### config.mk
export PLATFORM = sky130hd
export DESIGN_NAME = sseg_scan_decoder
export DESIGN_NICKNAME = d
export VERILOG_FILES = /design/src/rtl/sseg_scan_decoder.sv
export SDC_FILE = /design/constraint.sdc
export NUM_CORES = 1
export LEC_CHECK = 0
export CAP_MARGIN = 0
export CORE_MARGIN = 1.5
export CORE_UTILIZATION = 53
export DETAILED_ROUTE_END_ITERATION = 12
export DONT_BUFFER_PORTS = 1
export PLACE_DENSITY = 0.68
export SYNTH_ARGS = -nofsm -noshare
export SYNTH_HDL_FRONTEND = slang
export SYNTH_SLANG_ARGS = --single-unit
### constraint.sdc
create_clock -name clk -period 2.5 [get_ports clk]
set_input_delay 0.5 -clock clk [delete_from_list [all_inputs] [get_ports clk]]
set_output_delay 0.5 -clock clk [all_outputs]
set_load 0.1 [all_outputs]
### src/rtl/sseg_scan_decoder.sv
// Display-bus readback monitor: samples multiplexed an/sseg, decodes each scanned digit
// and publishes a 4-digit frame. Define SSEG_HEX_DECODE_EN to also accept A-F glyphs.
module sseg_scan_decoder #(
    parameter int STABLE_CYCLES  = 4,
    parameter int TIMEOUT_CYCLES = 400000
) (
    input  logic        clk,
    input  logic        rst,
    input  logic [3:0]  an,
    input  logic [6:0]  sseg,
    output logic [15:0] digits,
    output logic [3:0]  blank,
    output logic        frame_valid,
    output logic        seg_err,
    output logic        an_err,
    output logic        scan_stalled
);

    localparam int SW = $clog2(STABLE_CYCLES + 1);
    localparam int DW = $clog2(TIMEOUT_CYCLES + 1);
    localparam logic [SW-1:0] STABLE_MAX  = SW'(STABLE_CYCLES);
    localparam logic [DW-1:0] TIMEOUT_MAX = DW'(TIMEOUT_CYCLES);

    typedef struct packed {
        logic       valid;
        logic       blank;
        logic [3:0] value;
    } dec_t;

    function automatic dec_t decode(input logic [6:0] p);
        dec_t d;
        d.valid = 1'b1;
        d.blank = 1'b0;
        d.value = 4'h0;
        case (p)
            7'b1000000: d.value = 4'h0;
            7'b1111001: d.value = 4'h1;
            7'b0100100: d.value = 4'h2;
            7'b0110000: d.value = 4'h3;
            7'b0011001: d.value = 4'h4;
            7'b0010010: d.value = 4'h5;
            7'b0000010: d.value = 4'h6;
            7'b1111000: d.value = 4'h7;
            7'b0000000: d.value = 4'h8;
            7'b0010000: d.value = 4'h9;
            7'b1111111: d.blank = 1'b1;
`ifdef SSEG_HEX_DECODE_EN
            7'b0001000: d.value = 4'hA;
            7'b0000011: d.value = 4'hB;
            7'b1000110: d.value = 4'hC;
            7'b0100001: d.value = 4'hD;
            7'b0000110: d.value = 4'hE;
            7'b0001110: d.value = 4'hF;
`endif
            default:    d.valid = 1'b0;
        endcase
        return d;
    endfunction

    logic [3:0]    an_q, an_d;
    logic [6:0]    sseg_q, sseg_d;
    logic [3:0]    an_prev_q, an_prev_d;
    logic [SW-1:0] stab_q, stab_d;
    logic [DW-1:0] dwell_q, dwell_d;
    logic [3:0]    mask_q, mask_d;
    logic [15:0]   shadow_q, shadow_d;
    logic [3:0]    shadow_blank_q, shadow_blank_d;
    logic [15:0]   digits_q, digits_d;
    logic [3:0]    blank_q, blank_d;
    logic          frame_valid_q, frame_valid_d;
    logic          seg_err_q, seg_err_d;
    logic          an_err_q, an_err_d;

    logic [3:0] an_sel;
    logic       one_hot, multi_low, an_same, capture, publish;
    dec_t       dec;

    always_comb begin
        an_sel    = ~an_q;
        one_hot   = (an_sel != 4'h0) && ((an_sel & (an_sel - 4'h1)) == 4'h0);
        multi_low = (an_sel != 4'h0) && !one_hot;
        an_same   = (an_q == an_prev_q);
        dec       = decode(sseg_q);
        publish   = (mask_q == 4'hF);
    end

    always_comb begin
        an_d      = an;
        sseg_d    = sseg;
        an_prev_d = an_q;

        stab_d = '0;
        if (one_hot) begin
            if (!an_same)                stab_d = SW'(1);
            else if (stab_q != STABLE_MAX) stab_d = stab_q + SW'(1);
            else                         stab_d = stab_q;
        end
        // A saturated count on an unchanged anode means this dwell already captured.
        capture = one_hot && (stab_d == STABLE_MAX) && !(an_same && (stab_q == STABLE_MAX));

        if (!an_same)                  dwell_d = '0;
        else if (dwell_q != TIMEOUT_MAX) dwell_d = dwell_q + DW'(1);
        else                           dwell_d = dwell_q;

        an_err_d = multi_low && !an_same;

        // Publishing reads the old shadow; a same-cycle capture lands in the cleared mask.
        mask_d         = publish ? 4'h0 : mask_q;
        digits_d       = publish ? shadow_q : digits_q;
        blank_d        = publish ? shadow_blank_q : blank_q;
        frame_valid_d  = publish;
        shadow_d       = shadow_q;
        shadow_blank_d = shadow_blank_q;
        seg_err_d      = 1'b0;
        if (capture) begin
            if (dec.valid) begin
                for (int i = 0; i < 4; i++) begin
                    if (an_sel[i]) begin
                        shadow_d[i*4 +: 4] = dec.value;
                        shadow_blank_d[i]  = dec.blank;
                        mask_d[i]          = 1'b1;
                    end
                end
            end else begin
                seg_err_d = 1'b1;
            end
        end
    end

    always_ff @(posedge clk or negedge rst) begin
        if (!rst) begin
            an_q           <= '0;
            sseg_q         <= '0;
            an_prev_q      <= '0;
            stab_q         <= '0;
            dwell_q        <= '0;
            mask_q         <= '0;
            shadow_q       <= '0;
            shadow_blank_q <= '0;
            digits_q       <= '0;
            blank_q        <= '0;
            frame_valid_q  <= 1'b0;
            seg_err_q      <= 1'b0;
            an_err_q       <= 1'b0;
        end else begin
            an_q           <= an_d;
            sseg_q         <= sseg_d;
            an_prev_q      <= an_prev_d;
            stab_q         <= stab_d;
            dwell_q        <= dwell_d;
            mask_q         <= mask_d;
            shadow_q       <= shadow_d;
            shadow_blank_q <= shadow_blank_d;
            digits_q       <= digits_d;
            blank_q        <= blank_d;
            frame_valid_q  <= frame_valid_d;
            seg_err_q      <= seg_err_d;
            an_err_q       <= an_err_d;
        end
    end

    assign digits       = digits_q;
    assign blank        = blank_q;
    assign frame_valid  = frame_valid_q;
    assign seg_err      = seg_err_q;
    assign an_err       = an_err_q;
    assign scan_stalled = (dwell_q >= TIMEOUT_MAX);

endmodule

Yosys cells after proc, flatten, opt, wreduce, memory -nomap -nowiden
Index checks and enable logic that the tools add are counted.
{"block": "op_classes", "n_reduce_logical": 17, "mux": 17, "n_bitwise": 2, "addsub": 3, "magnitude_cmp": 1, "eq_ne": 17}
{"operator": "two-way mux 19 bit", "count": 2}
{"operator": "case mux 4 bit (9 select lines)", "count": 1}
{"operator": "== test 7 bit, second input constant", "count": 4}
{"operator": "== test 7 x 5 -> 1 bit, second input constant", "count": 3}
{"operator": "adder 19 x 1 -> 19 bit, second input constant", "count": 1}
{"operator": ">= comparator 19 bit, second input constant", "count": 1}
{"operator": "inequality test 19 bit, second input constant", "count": 1}
{"operator": "== test 7 x 6 -> 1 bit, second input constant", "count": 2}
{"operator": "two-way mux 4 bit", "count": 3}
{"operator": "AND reduction 3 bit", "count": 4}
{"operator": "OR reduction 11 bit", "count": 1}
{"operator": "two-way mux 3 bit", "count": 3}
{"operator": "two-way mux 1 bit", "count": 8}
{"operator": "== test 7 x 2 -> 1 bit, second input constant", "count": 1}
{"operator": "zero test 7 bit", "count": 1}
{"operator": "== test 3 bit, second input constant", "count": 2}
{"operator": "logical AND 1 bit", "count": 6}
{"operator": "AND 4 bit", "count": 1}
{"operator": "== test 4 bit", "count": 1}
{"operator": "== test 4 bit, second input constant", "count": 1}
{"operator": "zero test 4 bit", "count": 1}
{"operator": "NOT 4 bit", "count": 1}
{"operator": "nonzero test 4 bit", "count": 1}
{"operator": "subtractor 4 x 1 -> 4 bit, second input constant", "count": 1}
{"operator": "4 further kinds", "count": 6}
{"block": "word_totals", "word_cells": 76, "ff_bits": 84, "in_bits": 13}

Longest topological paths before layout
{"block": "logic_depth", "depth_word": 10, "mapped_depth": 7, "mapped_depth_nobuf": 7}

Least setup slack after synthesis
No wires, ideal clock.
{"block": "synth_timing", "path_kind": "reg-to-output", "startpoint": "register dwell_q[9]", "endpoint": "output scan_stalled", "arrival_ns": 2.244, "path_stages_with_launch": 5, "slack_ns": -0.244, "path_cell_list": "dfrtp_1 > clkbuf_1 > o21a_1 > o21ai_0 > a21oi_1"}
{"block": "synth_via", "elab_chain_cells": 1}
{"element": "from (decl)", "line_no": "64", "text": "logic [DW-1:0] dwell_q, dwell_d;"}
{"element": "from (signal assigned)", "line_no": "150", "text": "dwell_q <= dwell_d;"}
{"element": ">= comparator 19 bit", "line_no": "167", "text": "assign scan_stalled = (dwell_q >= TIMEOUT_MAX);"}
{"element": "to (decl)", "line_no": "16", "text": "output logic scan_stalled"}
Every way passes these cells.

Worst setup path after layout
{"block": "layout_timing", "startpoint": "register an_q[3] (netlist: an_prev_d[3])", "endpoint": "register shadow_blank_q[2]"}
{"block": "layout_via", "elab_chain_cells": 10, "word_cells_on_any_way": 15}
{"element": "from (decl)", "line_no": "60", "text": "logic [3:0] an_q, an_d;"}
{"element": "from (signal assigned)", "line_no": "146", "text": "an_q <= an_d;"}
{"element": "NOT 4 bit", "line_no": "79", "text": "an_sel = ~an_q;"}
{"element": "subtractor 4 x 1 -> 4 bit", "line_no": "80", "text": "one_hot = (an_sel != 4'h0) && ((an_sel & (an_sel - 4'h1)) == 4'h0);"}
{"element": "AND 4 bit", "line_no": "80"}
{"element": "zero test 4 bit", "line_no": "80"}
{"element": "logical AND 1 bit", "line_no": "80"}
{"element": "two-way mux 3 bit", "line_no": "93", "text": "if (one_hot) begin"}
{"element": "== test 3 bit", "line_no": "99", "text": "capture = one_hot && (stab_d == STABLE_MAX) && !(an_same && (stab_q == STABLE_MAX));"}
{"element": "logical AND 1 bit", "line_no": "99"}
{"element": "logical AND 1 bit *", "line_no": "99"}
{"element": "AND reduction 3 bit (no line) *"}
{"element": "to (signal assigned)", "line_no": "153", "text": "shadow_blank_q <= shadow_blank_d;"}
{"element": "to (decl)", "line_no": "67", "text": "logic [3:0] shadow_blank_q, shadow_blank_d;"}
Every way passes the cells marked *; elsewhere a longest branch is shown, timed or not.
A chain may end at the register's enable or synchronous reset.

==> flow_summary.yaml <==
setup_path:
  path_class: "register to register"
  worstPathRequired_ns: 2.74
  critPathCaptureType: "register"
  start_kind: "register"
  worstPathMaxFanout: 6
  worstPathArrival_ns: 2.62
floorplan:
  rows: 30
  die_area_um2: 7474
  design.core.area_um2: 6756
  num_io_pins: 37
  fp.dieW_um: 86.45
  die_h_um: 86.45
  start_util_pct: 54.63
timing:
  max_slew_margin_pct: 39.69
  worstMarginPinSlew_ns: 0.9047
  hold_viol: 0
  post-route-min-period_ns: 2.380
  finalCritPeriodShare_pct: 95.21
  fin_tns_setup_ns: 0
  max_freq_mhz: 420.1
  rsz0062_at_grt: "no"
  setup_viol: 0
  skew_ns: 0.008607
  maxSlewViolCount: 0
yosys:
  synth_seq_cells: 84
  yosysTopAreaCell: "dfrtp_1"
  synth.avg_cell_area_um2: 10.95
  synth_area_leaders: "dfrtp_1 (57%), nand2_1 (7.5%), mux2_2 (4.9%), xnor2_1 (2.8%), nor2_1 (2.4%)"
  yosysWarnings: 0
  synth_cell_type_count: 38
  synth_edf_count: 0
  yosysSeqAreaShare_pct: 56.95
  synthTopCellsByCount: "dfrtp_1 (84), nand2_1 (74), nor2_1 (24)"
  synth-main-ff-cell: "dfrtp_1"
  syn_area_um2: 3691
  netlist_instances: 337
  synth_most_common_cell: "dfrtp_1"
  yosysTopAreaCellShare_pct: 56.95
  synth_fp_nets: 354
  async_flop_share_pct: 100.0
routing:
  vias: 2434
  final_antenna_net_count: 0
  wl_per_cell_um: 14.64
  drtIter0Drc: 162
  routed_wl_mm: 6.517
  dr.pass1.iters: 4
  route.detailed.drc: 0
  viasPerCell: 5.470
global_route:
  antenna_found_initial: 0
  grt_use_total_pct: 19.58
  grt_pass1_vias: 2413
  grt_max_degree: 85
  gr-total-overflow: 0
  grt_pass1_wl_mm: 11.28
power:
  p_switching_uw: 587.2
  power_uw: 2649
  p_per_area_nw_per_um2: 633.6
  combPwrFrac_pct: 3.8
  cellLeakagePower_uw: 0.001958
  intPower_uw: 2062
  swShare_pct: 22.16
  peakVddDrop_uv: 311.2
  pwr-share-seq_pct: 53.1
  p_clk_share_pct: 43.1
cells_and_area:
  drive_gt1_share_pct: 18.63
  areaGrowthSynthToFinish_pct: 13.29
  layout.nets: 377
  finalInstanceArea_um2: 4182
  n_antenna_cell: 0
  layout.cells.non_filler: 445
run:
  cap_viol_max_count: 0
clock_tree:
  htree_levels: 3
  cts_tree: "built"
  clock_latency_ns: 0.35
  cts_buffer_depth: 2
  clkTransAtPathRegs_ns: 0.08
  numCtsBuffers: 9
  root_buffer: "clkbuf_8"
  cts_num_sinks: 84
status:
  status: "finished clean"
place:
  dp_hpwl_mm: 4.454
  numPortBuffers: 0
  dp_cells: 425
  post_dp_cell_area_um2: 3887
  gp_congestion: 0.8596
worst_hold_path:
  hp-class: "primary input to async pin"
==> per-stage QoR <==
step / worst slack [ns] / util [%] / hold WS [ns]
global placement: 0.1178 / 57.54 / 0.2062
finish: 0.1197 / 61.89 / 0.05087
CTS: 0.05538 / 61.54 / 0.06257
detailed placement: 0.05805 / 57.54 / 0.2061
global route: 0.003480 / 61.89 / 0.06746
floorplan: 0.2084 / - / 0.2044
==> worst max-delay path, stage by stage, from the launching register on <==
cell,delay (ns)
dfrtp_1,0.43
buf_4,0.18
nand4b_1,0.12
o211a_1,0.21
or4_4,0.60
a211oi_4,0.34
mux2_2,0.39
==> routing by layer <==
metal,vias up,global-route usage [%],wire length [um],part of all wire (%)
met5,-,0,0,0
met4,0,9.091,133,2.0
met3,13,3.524,217,3.3
met2,53,32.67,3204,49
met1,1195,24.89,2962,45
li1,1173,-,-,-
==> repair_timing <==
item	4_1_cts	5_1_grt
setup buffers	0	3
endpoints found under the setup margin	0	20
hold endpoints to repair	84	0
gates resized for setup	0	1
hold buffers	1	0
==> sequential cells by signal, summed over array words and instances, names as in the netlist <==
register,count
seg_err,1
dwell_q,19
stab_q,3
shadow_q,16
shadow_blank_q,4
an_prev_d,4
sseg_q,7
digits,16
mask_q,4
an_err,1
an_prev_q,4
blank,4
frame_valid,1
==> cell type report <==
cell class | count | area [um2]
fillers | 559 | 2575
flip-flops and latches | 84 | 2102
multi-input cells | 228 | 1480
repair buffers | 26 | 215.2
clock buffers | 12 | 165.2
well taps | 80 | 100.1
clock inverters | 4 | 77.57
inverters | 11 | 41.29
==> logic make-up after synthesis <==
group | synth area share, %
compound gates | 7.424
mux | 6.373
fa+ha+maj | 1.898
xor+xnor | 4.983
simple gates | 19.29
buf+inv | 3.085
flops | 56.95
==> worst paths after layout <==
check,depth (start not counted),start,slack (ns),to
worst min-delay path,1,rst,0.05,digits[11]$_DFFE_PN0P_
max in group asynchronous,1,rst,2.14,sseg_q[6]$_DFF_PN0_
worst max register to register,6,an_prev_d[3]$_DFF_PN0_,0.12,shadow_blank_q[2]$_DFFE_PN0P_
worst max-delay path,6,an_prev_d[3]$_DFF_PN0_,0.12,shadow_blank_q[2]$_DFFE_PN0P_
min in group clk,0,an[1],0.17,an_prev_d[1]$_DFF_PN0_
worst min register to register,2,shadow_q[1]$_DFFE_PN0P_,0.47,digits[1]$_DFFE_PN0P_
==> layout by cell type, fill, tap and decap left out, types with 2 or more instances in the layout <==
cell type	instances
dfrtp_1	84
nand2_1	74
buf_4	25
nor2_1	24
mux2_2	16
xnor2_1	12
clkbuf_8	12
inv_1	11
xor2_1	9
nand4_1	8
nor3_1	8
nand3_1	8
o21ai_0	8
or3_1	6
a21oi_1	6
nor4_1	4
a211oi_4	4
a21o_1	4
mux2_1	4
ha_1	4
nor3b_1	3
nand3b_1	3
nand4b_1	2
nor4b_1	2
maj3_1	2
or4_1	2
nand2b_1	2
a2111oi_4	2
inv_6	2
bufinv_16	2
==> power by group through the flow <==
stage	combinational (uW)	clock, uW	sequential [uW]
2_1_floorplan	63.4	0	1430
3_3_place_gp	69.2	0	1430
3_5_place_dp	70.8	0	1430
4_1_cts	102	1160	1410
5_1_grt	114	1220	1410
6_report	99.7	1140	1410
No activity file was read; power rests on OpenSTA's default activity.
